$ cat src/rtl/alu_mult_seq_pkg.sv
// -----------------------------------------------------------------------------
// alu_mult_seq_pkg
// Shared definitions for the sequential shift-and-add multiplier:
//   - FSM state encoding (IDLE / RUN / DONE; 2'b11 is unused)
//   - select codes for the shared arithmetic unit
//   - iteration count and counter width for the RUN phase
// -----------------------------------------------------------------------------
package alu_mult_seq_pkg;

    typedef enum logic [1:0] {
        ST_IDLE = 2'b00,
        ST_RUN  = 2'b01,
        ST_DONE = 2'b10
    } state_t;

    // Arithmetic unit operation selects
    localparam logic [1:0] ALU_SEL_ADD = 2'b00;  // a + b + cin
    localparam logic [1:0] ALU_SEL_SUB = 2'b01;  // a + ~b + cin (cin=1 for plain a-b)
    localparam logic [1:0] ALU_SEL_INC = 2'b10;  // a + 1
    localparam logic [1:0] ALU_SEL_DEC = 2'b11;  // a - 1

    // One RUN cycle per multiplier bit
    localparam int ITER_COUNT = 8;
    localparam int CNT_W      = $clog2(ITER_COUNT);

endpackage : alu_mult_seq_pkg

$ cat src/rtl/alu_mult_seq_alu_arithmetic.sv
// -----------------------------------------------------------------------------
// ALU_Arithmetic
// Combinational arithmetic unit built around a single WIDTH-bit adder.
//   a, b      : operands
//   sel       : operation select (see alu_mult_seq_pkg ALU_SEL_*)
//   cin       : carry-in (used by ADD and SUB only)
//   result    : WIDTH-bit result
//   cout      : adder carry-out
//   negative  : result MSB
//   overflow  : signed overflow of the adder
// -----------------------------------------------------------------------------
module ALU_Arithmetic
    import alu_mult_seq_pkg::*;
#(
    parameter int WIDTH = 8
) (
    input  logic [WIDTH-1:0] a,
    input  logic [WIDTH-1:0] b,
    input  logic [1:0]       sel,
    input  logic             cin,
    output logic [WIDTH-1:0] result,
    output logic             cout,
    output logic             negative,
    output logic             overflow
);

    logic [WIDTH-1:0] b_eff;
    logic             cin_eff;
    logic [WIDTH:0]   sum_ext;

    // Every operation is mapped onto one adder by choosing the second
    // operand and the carry-in.
    always_comb begin
        b_eff   = b;
        cin_eff = cin;
        case (sel)
            ALU_SEL_ADD: begin
                b_eff   = b;
                cin_eff = cin;
            end
            ALU_SEL_SUB: begin
                b_eff   = ~b;
                cin_eff = cin;
            end
            ALU_SEL_INC: begin
                b_eff   = '0;
                cin_eff = 1'b1;
            end
            ALU_SEL_DEC: begin
                b_eff   = '1;
                cin_eff = 1'b0;
            end
            default: begin
                b_eff   = b;
                cin_eff = cin;
            end
        endcase
    end

    assign sum_ext  = {1'b0, a} + {1'b0, b_eff} + {{WIDTH{1'b0}}, cin_eff};
    assign result   = sum_ext[WIDTH-1:0];
    assign cout     = sum_ext[WIDTH];
    assign negative = sum_ext[WIDTH-1];
    // Signed overflow: operands agree in sign but the result does not
    assign overflow = (a[WIDTH-1] == b_eff[WIDTH-1]) &&
                      (sum_ext[WIDTH-1] != a[WIDTH-1]);

endmodule : ALU_Arithmetic

$ cat src/rtl/alu_mult_seq.sv
// -----------------------------------------------------------------------------
// alu_mult_seq
// Sequential unsigned shift-and-add multiplier, one multiplier bit per cycle.
//   clk      : clock, rising edge
//   rst      : synchronous active-high reset
//   Start    : begin a multiply (only looked at in IDLE)
//   A        : multiplicand, captured on an accepted Start
//   B        : multiplier, captured on an accepted Start
//   Busy     : high while RUN or DONE
//   Done     : one-cycle pulse, Product valid in that cycle
//   Product  : registered A*B, held until the next accepted Start completes
//
// Accumulator P starts as {0, B}. Each RUN cycle conditionally adds M to the
// upper half and shifts the whole {carry, upper, lower} right by one, so the
// multiplier bits are consumed from P[0] while the product grows from the top.
// -----------------------------------------------------------------------------
module alu_mult_seq
    import alu_mult_seq_pkg::*;
#(
    parameter int WIDTH = 8
) (
    input  logic               clk,
    input  logic               rst,
    input  logic               Start,
    input  logic [WIDTH-1:0]   A,
    input  logic [WIDTH-1:0]   B,
    output logic               Busy,
    output logic               Done,
    output logic [2*WIDTH-1:0] Product
);

    localparam logic [CNT_W-1:0] CNT_LAST = CNT_W'(ITER_COUNT - 1);

    state_t               state_q, state_d;
    logic [CNT_W-1:0]     cnt_q, cnt_d;
    logic [WIDTH-1:0]     m_q, m_d;
    logic [2*WIDTH-1:0]   p_q, p_d;
    logic [2*WIDTH-1:0]   product_q, product_d;

    logic [WIDTH-1:0]     alu_a;
    logic [WIDTH-1:0]     alu_b;
    logic [WIDTH-1:0]     alu_sum;
    logic                 alu_cout;
    logic                 alu_neg_unused;
    logic                 alu_ovf_unused;
    logic [2*WIDTH-1:0]   p_step;

    // -------------------------------------------------------------------------
    // Shared adder: upper half of P plus M when the current multiplier bit is
    // set, plus zero otherwise (which passes the upper half through with C=0).
    // -------------------------------------------------------------------------
    assign alu_a = p_q[2*WIDTH-1:WIDTH];
    assign alu_b = p_q[0] ? m_q : '0;

    ALU_Arithmetic #(
        .WIDTH    (WIDTH)
    ) u_alu (
        .a        (alu_a),
        .b        (alu_b),
        .sel      (ALU_SEL_ADD),
        .cin      (1'b0),
        .result   (alu_sum),
        .cout     (alu_cout),
        .negative (alu_neg_unused),
        .overflow (alu_ovf_unused)
    );

    // Carry-out lands in the MSB so no product bit is lost on 0xFF*0xFF.
    assign p_step = {alu_cout, alu_sum, p_q[WIDTH-1:1]};

    // -------------------------------------------------------------------------
    // FSM: state register
    // -------------------------------------------------------------------------
    always_ff @(posedge clk) begin
        if (rst) begin
            state_q <= ST_IDLE;
        end else begin
            state_q <= state_d;
        end
    end

    // -------------------------------------------------------------------------
    // FSM: next-state logic
    // -------------------------------------------------------------------------
    always_comb begin
        state_d = state_q;
        case (state_q)
            ST_IDLE: if (Start) state_d = ST_RUN;
            ST_RUN:  if (cnt_q == CNT_LAST) state_d = ST_DONE;
            ST_DONE: state_d = ST_IDLE;
            // Encoding 2'b11 is unreachable; recover to IDLE if it ever appears
            default: state_d = ST_IDLE;
        endcase
    end

    // -------------------------------------------------------------------------
    // FSM: outputs
    // -------------------------------------------------------------------------
    always_comb begin
        Busy = 1'b0;
        Done = 1'b0;
        case (state_q)
            ST_RUN:  Busy = 1'b1;
            ST_DONE: begin
                Busy = 1'b1;
                Done = 1'b1;
            end
            default: begin
                Busy = 1'b0;
                Done = 1'b0;
            end
        endcase
    end

    assign Product = product_q;

    // -------------------------------------------------------------------------
    // Datapath next-state: operand capture, shift/add step, iteration count
    // and the product register (loaded only on the last RUN cycle).
    // -------------------------------------------------------------------------
    always_comb begin
        m_d       = m_q;
        p_d       = p_q;
        cnt_d     = cnt_q;
        product_d = product_q;
        case (state_q)
            ST_IDLE: begin
                if (Start) begin
                    m_d   = A;
                    p_d   = {{WIDTH{1'b0}}, B};
                    cnt_d = '0;
                end
            end
            ST_RUN: begin
                p_d   = p_step;
                cnt_d = cnt_q + 1'b1;
                if (cnt_q == CNT_LAST) begin
                    product_d = p_step;
                end
            end
            default: begin
                m_d       = m_q;
                p_d       = p_q;
                cnt_d     = cnt_q;
                product_d = product_q;
            end
        endcase
    end

    always_ff @(posedge clk) begin
        if (rst) begin
            cnt_q     <= '0;
            m_q       <= '0;
            p_q       <= '0;
            product_q <= '0;
        end else begin
            cnt_q     <= cnt_d;
            m_q       <= m_d;
            p_q       <= p_d;
            product_q <= product_d;
        end
    end

endmodule : alu_mult_seq

$ cat config.mk
export PLATFORM = sky130hd
export DESIGN_NAME = alu_mult_seq
export DESIGN_NICKNAME = d
export VERILOG_FILES = /design/src/rtl/alu_mult_seq_pkg.sv /design/src/rtl/alu_mult_seq_alu_arithmetic.sv /design/src/rtl/alu_mult_seq.sv
export SDC_FILE = /design/constraint.sdc
export NUM_CORES = 1
export LEC_CHECK = 0
export CAP_MARGIN = 10
export CORE_UTILIZATION = 52
export CTS_CLUSTER_SIZE = 24
export DETAILED_ROUTE_END_ITERATION = 10
export PLACE_DENSITY_LB_ADDON = 0.2
export SLEW_MARGIN = 5
export SYNTH_ARGS = -nofsm -noshare
export SYNTH_HDL_FRONTEND = slang
export SYNTH_SLANG_ARGS = --single-unit
export TNS_END_PERCENT = 20
$ cat constraint.sdc
create_clock -name clk -period 2.6 [get_ports clk]
set_clock_uncertainty 0.05 [all_clocks]
set_input_delay 0.52 -clock clk [delete_from_list [all_inputs] [get_ports clk]]
set_output_delay 0.52 -clock clk [all_outputs]
set_load 0.03 [all_outputs]
# --- Word-level counts from Yosys, hierarchy flattened ---
# Index checks and enable logic that the tools add are counted.
totals:
  reg_bits: 45
  in_bits: 19
  output_inout_bits: 18
  elab_cells: 29
classes:
  addsub: 2
  eq_ne: 5
  mux: 10
  reduce_logical: 7
op_table:
  columns: ["op", "count"]
  rows:
  - ["16-bit one-hot mux with 2 select lines", 1]
  - ["16-bit two-way mux", 1]
  - ["8-bit by 8-bit adder with 9-bit output", 1]
  - ["8-bit two-way mux", 1]
  - ["2-bit AND reduction", 4]
  - ["3-bit one-hot mux with 2 select lines", 1]
  - ["2-bit two-way mux", 2]
  - ["2-bit inequality test (second input constant)", 2]
  - ["2-bit one-hot mux with 2 select lines", 1]
  - ["3-bit by 1-bit adder with 3-bit output (second input constant)", 1]
  - ["3-bit == test (second input constant)", 1]
  - ["3-bit two-way mux", 1]
  - ["2-bit by 1-bit == test with 1-bit output (second input constant)", 1]
  - ["2-bit == test (second input constant)", 1]
  - ["2-bit logical NOT", 1]
  - ["1-bit two-way mux", 2]
  - ["2-bit nonzero test", 1]
  - ["2-bit OR reduction", 1]

# --- Logic depth before layout (Yosys ltp) ---
# Gate-level depths: netlist of the first run.
logic_depth:
  word_depth: 3
  ltp_mapped: 8
  mapped_depth_nobuf: 7

# --- Cells and area by module ---
# From an unflattened synthesis of the first run, not the netlist that was laid out.
hier_totals:
  cells_unflattened: 275
  hier_area_um2: 2341.0
modules_own_cells:
  columns: ["mod", "instances", "cells_each", "area_each_um2", "seq_area_each_um2"]
  rows:
  - ["alu_mult_seq", 1, 209, 1833.0, 900.9]
  - ["ALU_Arithmetic", 1, 66, 508.0, 0.0]

# --- Worst setup path before layout of the first run ---
# OpenSTA, ideal clock, no wires.
synth_timing:
  path_type: "reg-to-reg"
  startpoint: "register p_q[0]"
  endpoint: "register p_q[13]"
  setup_ps: 124
  t_arrival_ps: 1792
  required_time_ps: 2426
  slack_ps: 634
  stages_incl_launch_ff: 8
  n_path_buf: 0
  period_less_slack_ps: 1966
  path_cell_list: "dfxtp_1 and2_1 ha_1 fa_1 a21o_2 a221oi_2 xor2_1 o21ai_0"
synth_between:
  elab_chain_len: 3
synth_rtl:
  columns: ["item", "line_no", "text"]
  rows:
  - ["start: declaration", "alu_mult_seq.sv:37", "logic [2*WIDTH-1:0] p_q, p_d;"]
  - ["start signal: assignment", "alu_mult_seq.sv:159", "p_q <= p_d;"]
  - ["8-bit two-way mux", "alu_mult_seq.sv:53", "assign alu_b = p_q[0] ? m_q : '0;"]
  - ["8-bit by 8-bit adder with 9-bit output", "alu_mult_seq_alu_arithmetic.sv:60", "assign sum_ext = {1'b0, a} + {1'b0, b_eff} + {{WIDTH{1'b0}}, cin_eff};"]
  - ["16-bit one-hot mux with 2 select lines", "alu_mult_seq.sv:126", "case (state_q)"]
# No other way between the ends.
# A chain may end at the register's enable or synchronous reset.

# --- Worst setup path in the final report of the first run ---
layout_timing:
  startpoint: "register state_q[1]"
  endpoint: "output Busy"
layout_between:
  elab_chain_len: 3
  elab_cells_between_ends: 4
  cone_classes: "eq/ne: 2; mux: 1; reduce/logical: 1"
layout_rtl:
  columns: ["item", "line_no", "text"]
  rows:
  - ["start: declaration", "alu_mult_seq.sv:34", "state_t state_q, state_d;"]
  - ["start signal: assignment", "alu_mult_seq.sv:78", "state_q <= state_d;"]
  - ["2-bit by 1-bit == test with 1-bit output / 2-bit == test (equally long branches)", "alu_mult_seq.sv:102", "case (state_q)"]
  - ["2-bit OR reduction (no source line) *", null, null]
  - ["1-bit two-way mux *", "alu_mult_seq.sv:102", null]
  - ["end: declaration", "alu_mult_seq.sv:27", "output logic Busy,"]
# Every way passes the cells marked *; elsewhere a longest branch is shown, timed or not.

==> flow_metrics.py, run 1 <==
metrics = {
    "synth": {
        "ys_ff_latch": 45,
        "synth_edf_count": 0,
        "syn_area_um2": 2180,
        "synth_cell_types": 40,
        "seq_area_frac_synth_pct": 41.4,
        "async_flop_share_pct": 0,
        "synth_flop_cell": "dfxtp_1",
        "syn-instance-count": 247,
        "yosysWarnings": 0,
        "syn_area_per_cell_um2": 8.82,
        "synth_nets": 280,
    },
    "sta": {
        "hold_violations": 0,
        "worst_slew_pin_slew_ns": 0.909,
        "slew_headroom_pct": 39.2,
        "setup_viol": 0,
        "layout_worst_path_cycle_share_pct": 86.0,
        "layout_setup_ws_ns": 0.363,
        "drv_slew": 0,
        "clock.fmax_mhz": 447,
        "rsz0062_at_grt": "no",
        "tns_ns": 0,
        "layout_min_cycle_time_ns": 2.24,
    },
    "route": {
        "vias": 1816,
        "first_iter_violations": 107,
        "wl_mm": 4.43,
        "drt-pass1-iter-count": 4,
        "ant_nets": 0,
        "post_drt_wl_per_cell_um": 13.3,
        "via_per_inst": 5.47,
        "drcViolationCount": 0,
    },
    "layout": {
        "drive_above_1_share_pct": 7.45,
        "antenna_cells": 0,
        "multi_input_area_um2": 1190,
        "design_area_um2": 2690,
        "num-fill-cells": 336,
        "layout.area.seq_um2": 901,
        "fin_nets": 314,
        "fin_cells": 332,
        "area_growth_syn_to_layout_pct": 23.3,
    },
    "placed_design": {
        "dp_slack_ns": 0.276,
        "dp.cells": 324,
        "finalWeightedCongestion": 0.878,
        "dp_hpwl_mm": 3.09,
        "placed_cell_area_um2": 2570,
        "io_buffer_count": 36,
    },
    "floorplanning": {
        "ioPinCount": 37,
        "initial_core_util_pct": 54.5,
        "core_area_um2": 4000,
        "die_h_um": 66.7,
        "die_w_um": 66.7,
        "rows": 23,
        "design.die.area_um2": 4450,
    },
    "clock_tree": {
        "cts-root-buf": "clkbuf_8",
        "cts_resized": 0,
        "cts_sinks": 45,
        "clk_pin_slew_worst_paths_ns": 0.08,
        "h-tree-depth": 2,
        "cts_setup_buffers": 0,
        "cts.path.max_buffers": 2,
        "cts_hold_repair.buffers": 0,
        "cts_buffers": 5,
        "clk_latency_ns": 0.30,
        "cts_tree": "done",
    },
    "global_route": {
        "grt_overflow": 0,
        "grt_max_degree": 31,
        "grt_antenna_before_repair": 0,
        "track_usage_pct": 22.6,
        "grt_pass1_vias": 1670,
        "grt_pass1_wl_mm": 7.59,
    },
    "setup_path": {
        "path_buf_inv": 2,
        "end_kind": "primary output",
        "crit_type": "flop to primary output",
        "crit_family": "buffers and inverters",
        "path_cells": "inv_1 > ha_1 > clkdlybuf4s50_1",
        "slowest_delay_ns": 0.66,
        "arrival_ns": 1.67,
        "required_ns": 2.03,
        "cp_max_fo": 3,
        "start_kind": "flop",
        "slowest_stage": "clkdlybuf4s50_1",
    },
    "hold_path": {
        "min_path_type": "flop to flop",
    },
    "power_and_ir_drop": {
        "ir_drop_mv": 0.362,
        "powerDensity_nw_per_um2": 540,
        "p_leak_nw": 1.01,
    },
    "job": {
        "maxCapViolCount": 0,
    },
    "outcome": {
        "status": "finished clean",
    },
}
## stage by stage
step	hold WS, ns	utilization [%]	power [mW]
floorplan	0.382	-	0.867
global placement	0.390	64.2	0.919
detailed placement	0.396	64.2	0.924
CTS	0.407	67.1	1.46
global route	0.424	67.1	1.51
finish	0.404	67.1	1.45
## final timing paths
path	from	to	slack [ns]	depth (start not counted)
worst min-delay path	Product[6]	Product[6]	0.40	2
worst max register to register	p_q[0]	p_q[13]	0.39	7
worst min register to register	Product[6]	Product[6]	0.40	2
worst max-delay path	state_q[1]	Busy	0.36	3
## Yosys cell counts, types with 2 or more instances
| library cell | n | share of area [%] |
|---|---|---|
| a211oi_1 | 12 | 4.1 |
| a21oi_1 | 26 | 6.0 |
| a22oi_1 | 3 | 1.0 |
| and2_1 | 10 | 2.9 |
| buf_2 | 5 | 1.1 |
| buf_4 | 3 | 1.0 |
| clkbuf_1 | 6 | 1.0 |
| dfxtp_1 | 45 | 41 |
| ha_1 | 13 | 7.5 |
| inv_1 | 3 | 0.52 |
| mux2i_1 | 9 | 4.1 |
| nand2_1 | 34 | 5.9 |
| nand2_2 | 2 | 0.57 |
| nand2b_1 | 3 | 0.86 |
| nand3_1 | 14 | 3.2 |
| nand3b_1 | 10 | 3.4 |
| nor2_1 | 17 | 2.9 |
| nor2b_1 | 2 | 0.57 |
| o211ai_1 | 4 | 1.4 |
| o21ai_0 | 4 | 0.92 |
| o31ai_1 | 2 | 0.69 |
| xor2_1 | 2 | 0.80 |
## report_power, final
| part | leakage, nW | switching (mW) | total (mW) | internal, mW |
|---|---|---|---|---|
| registers | 0.366 | 0.0197 | 0.735 | 0.715 |
| clock network | 0.0585 | 0.229 | 0.542 | 0.313 |
| logic | 0.588 | 0.0952 | 0.174 | 0.0786 |
| total | 1.01 | 0.344 | 1.45 | 1.11 |
## layout by cell type (no fill, tap or decap), drive strengths merged, types with 2 or more instances in the layout
master         netlist  layout
a21o                 2       2
buf                  8       5
xor2                 2       2
clkdlybuf4s50        0      36
o31ai                2       2
and2                10      10
dfxtp               45      45
o211ai               4       4
o21ai                5       5
nand3               14      14
a21oi               27      27
nand2b               3       3
mux2i                9       9
ha                  13      13
nand2               36      36
nor2b                2       2
nand3b              10      10
clkbuf               6       7
a22oi                3       3
inv                  4       4
nor2                17      17
a211oi              13      13
## worst min-delay path: stages, from the launching register on
cell     delay, ns
dfxtp_1       0.31
nand2_1       0.05
a21oi_1       0.05
## layout make-up
type | count | share of cell area [%]
Clock inverter | 1 | 1.12
Multi-Input combinational cell | 184 | 44.4
Inverter | 4 | 0.559
Timing Repair Buffer | 41 | 14.8
Tap cell | 50 | 2.33
Sequential cell | 45 | 33.6
Clock buffer | 7 | 3.22
## per-layer routing
metal  GRT usage, %  part of all wire, %  vias to the layer above
met1           29.1                   48                      817
met3           4.45                  4.2                       10
met5              0                    0                        -
met4           9.84                  1.9                        0
li1               -                    -                      943
met2           36.1                   45                       46
## state kept, by name (all words and copies together) (netlist names)
register / flops
cnt_q: 3
Product: 16
state_q: 2
p_q: 16
m_q: 8
## logic make-up (layout without fill, tap and decap cells)
group,Yosys count,count (layout),synth area share (%)
buffers and inverters,18,53,3.91
XOR/XNOR,3,3,1.21
AO/OA/AOI/OAI,62,62,19.2
multiplexers,9,9,4.14
flip-flops,45,45,41.4
AND/OR/NAND/NOR,96,96,21.8
adder cells (fa/ha/maj),14,14,8.39
Power figures use the tool's default switching activity.
==> inputs of run 2 (changes only) <==
- CORE_MARGIN: unset -> 10
==> run 2 against run 1 <==
  * Highest routed layer unchanged
  * Largest cell class unchanged
  * Critical path type is now flop to flop
  * Register-to-register slack got worse by 0.09 ns
  * Design area up 0.28%
  * Critical endpoint is now p_q[13]
  * First-iteration DRC count grew 28%
  * Sequential power about the same
  * Core utilization shrank 0.29 points
  * Non-clock buffer count is 1 higher
  * Maximum frequency shrank 2.8%
  * Final cell count rose by 0.30%
  * Combinational power about the same
==> flow_metrics.py, run 2 (same netlist as run 1, synthesis figures left out) <==
metrics = {
    "outcome": {
        "status": "finished clean",
    },
    "sta": {
        "layout_worst_path_cycle_share_pct": 88.5,
        "layout_min_cycle_time_ns": 2.30,
        "hold_violations": 0,
        "tns_ns": 0,
        "rsz0062_at_grt": "no",
        "clock.fmax_mhz": 434,
        "worst_slew_pin_slew_ns": 0.964,
        "setup_viol": 0,
        "slew_headroom_pct": 35.6,
        "drv_slew": 0,
        "layout_setup_ws_ns": 0.298,
    },
    "route": {
        "first_iter_violations": 137,
        "post_drt_wl_per_cell_um": 14.5,
        "via_per_inst": 5.41,
        "vias": 1800,
        "drcViolationCount": 0,
        "ant_nets": 0,
        "drt-pass1-iter-count": 4,
        "wl_mm": 4.81,
    },
    "setup_path": {
        "r2r_start": "p_q[0]",
        "start_kind": "flop",
        "cp-startpoint": "p_q[0]",
        "cp_max_fo": 9,
        "arrival_ns": 2.42,
        "end_kind": "flop",
        "required_ns": 2.72,
        "crit_type": "flop to flop",
    },
    "clock_tree": {
        "cts_resized": 0,
        "h-tree-depth": 2,
        "cts-root-buf": "clkbuf_8",
        "clk_pin_slew_worst_paths_ns": 0.09,
        "cts.path.max_buffers": 2,
        "cts_setup_buffers": 0,
        "cts_hold_repair.buffers": 0,
        "cts_sinks": 45,
        "clk_latency_ns": 0.30,
        "cts_tree": "done",
        "cts_buffers": 5,
    },
    "global_route": {
        "track_usage_pct": 13.7,
        "grt_pass1_vias": 1804,
        "grt_overflow": 0,
        "grt_pass1_wl_mm": 8.27,
        "grt_antenna_before_repair": 0,
        "grt_max_degree": 30,
    },
    "hold_path": {
        "min_path_type": "flop to flop",
        "min-delay-start": "m_q[6]",
    },
    "floorplanning": {
        "die_h_um": 84.7,
        "die_w_um": 84.7,
        "rows": 23,
        "core_area_um2": 4030,
        "initial_core_util_pct": 54.1,
        "design.die.area_um2": 7180,
        "ioPinCount": 37,
    },
    "layout": {
        "drive_above_1_share_pct": 7.77,
        "design_area_um2": 2690,
        "layout_commonest_cell": "dfxtp_1",
        "utilization_pct": 66.8,
        "antenna_cells": 0,
        "area_growth_syn_to_layout_pct": 23.6,
        "fin_nets": 315,
        "layout_common_cells": "45 x dfxtp_1, 36 x clkdlybuf4s50_1, 34 x nand2_1",
    },
    "job": {
        "maxCapViolCount": 0,
    },
    "power_and_ir_drop": {
        "combinationalPowerShare_pct": 12.2,
        "switchingPower_mw": 0.347,
        "p_int_mw": 1.11,
        "p_clk_share_pct": 37.4,
        "switching_share_pct": 23.8,
        "ir_drop_mv": 0.409,
        "powerDensity_nw_per_um2": 541,
        "p_leak_nw": 1.02,
        "pwr-share-seq_pct": 50.4,
        "total_power_mw": 1.46,
    },
    "placed_design": {
        "finalWeightedCongestion": 0.839,
        "dp_slack_ns": 0.338,
        "io_buffer_count": 36,
        "placed_cell_area_um2": 2580,
        "dp_hpwl_mm": 3.46,
    },
}
[run 2: cell count changes in the layout (fill, tap and decap cells not counted)]
cell,before,now
buf_4,5,6
[run 2: cell type report]
cell class              instances  area (um2)
multi-input cells             184        1190
well taps                      50        62.6
fillers                       373        1340
clock buffers                   7        86.3
clock inverters                 1        30.0
flip-flops and latches         45         901
repair buffers                 42         405
inverters                       4        15.0
[run 2: worst paths after layout]
kind	to	slack [ns]	cells after the start
max	p_q[13]	0.30	7
min	m_q[6]	0.40	2
max reg2reg	p_q[13]	0.30	7
min reg2reg	m_q[6]	0.40	2
[run 2: per-stage QoR]
step                      std cells  hold WS (ns)
after global routing            333         0.423
after detailed placement        325         0.396
final                           333         0.404
after floorplan                 247         0.382
after global placement          325         0.387
after CTS                       333         0.407
[run 2: worst max-delay path: stages (launching register included)]
cell	delay, ns
dfxtp_1	0.38
and2_1	0.18
ha_1	0.21
fa_1	0.41
a21o_2	0.23
a221oi_2	0.33
xor2_1	0.25
o21ai_0	0.13
[run 2: power groups by stage]
stage          clock [mW]  combinational (mW)  sequential (mW)
5_1_grt             0.586               0.196            0.738
4_1_cts             0.554               0.177            0.734
3_3_place_gp            0               0.171            0.749
6_report            0.545               0.177            0.734
2_1_floorplan           0               0.123            0.745
3_5_place_dp            0               0.176            0.750
[run 2: per-layer routing]
layer,wire length (um),global-route usage (%),part of all wire [%]
met1,2320,16.4,48
met2,2150,22.0,45
met3,297,5.60,6.2
met4,52,4.19,1.1
met5,0,0,0
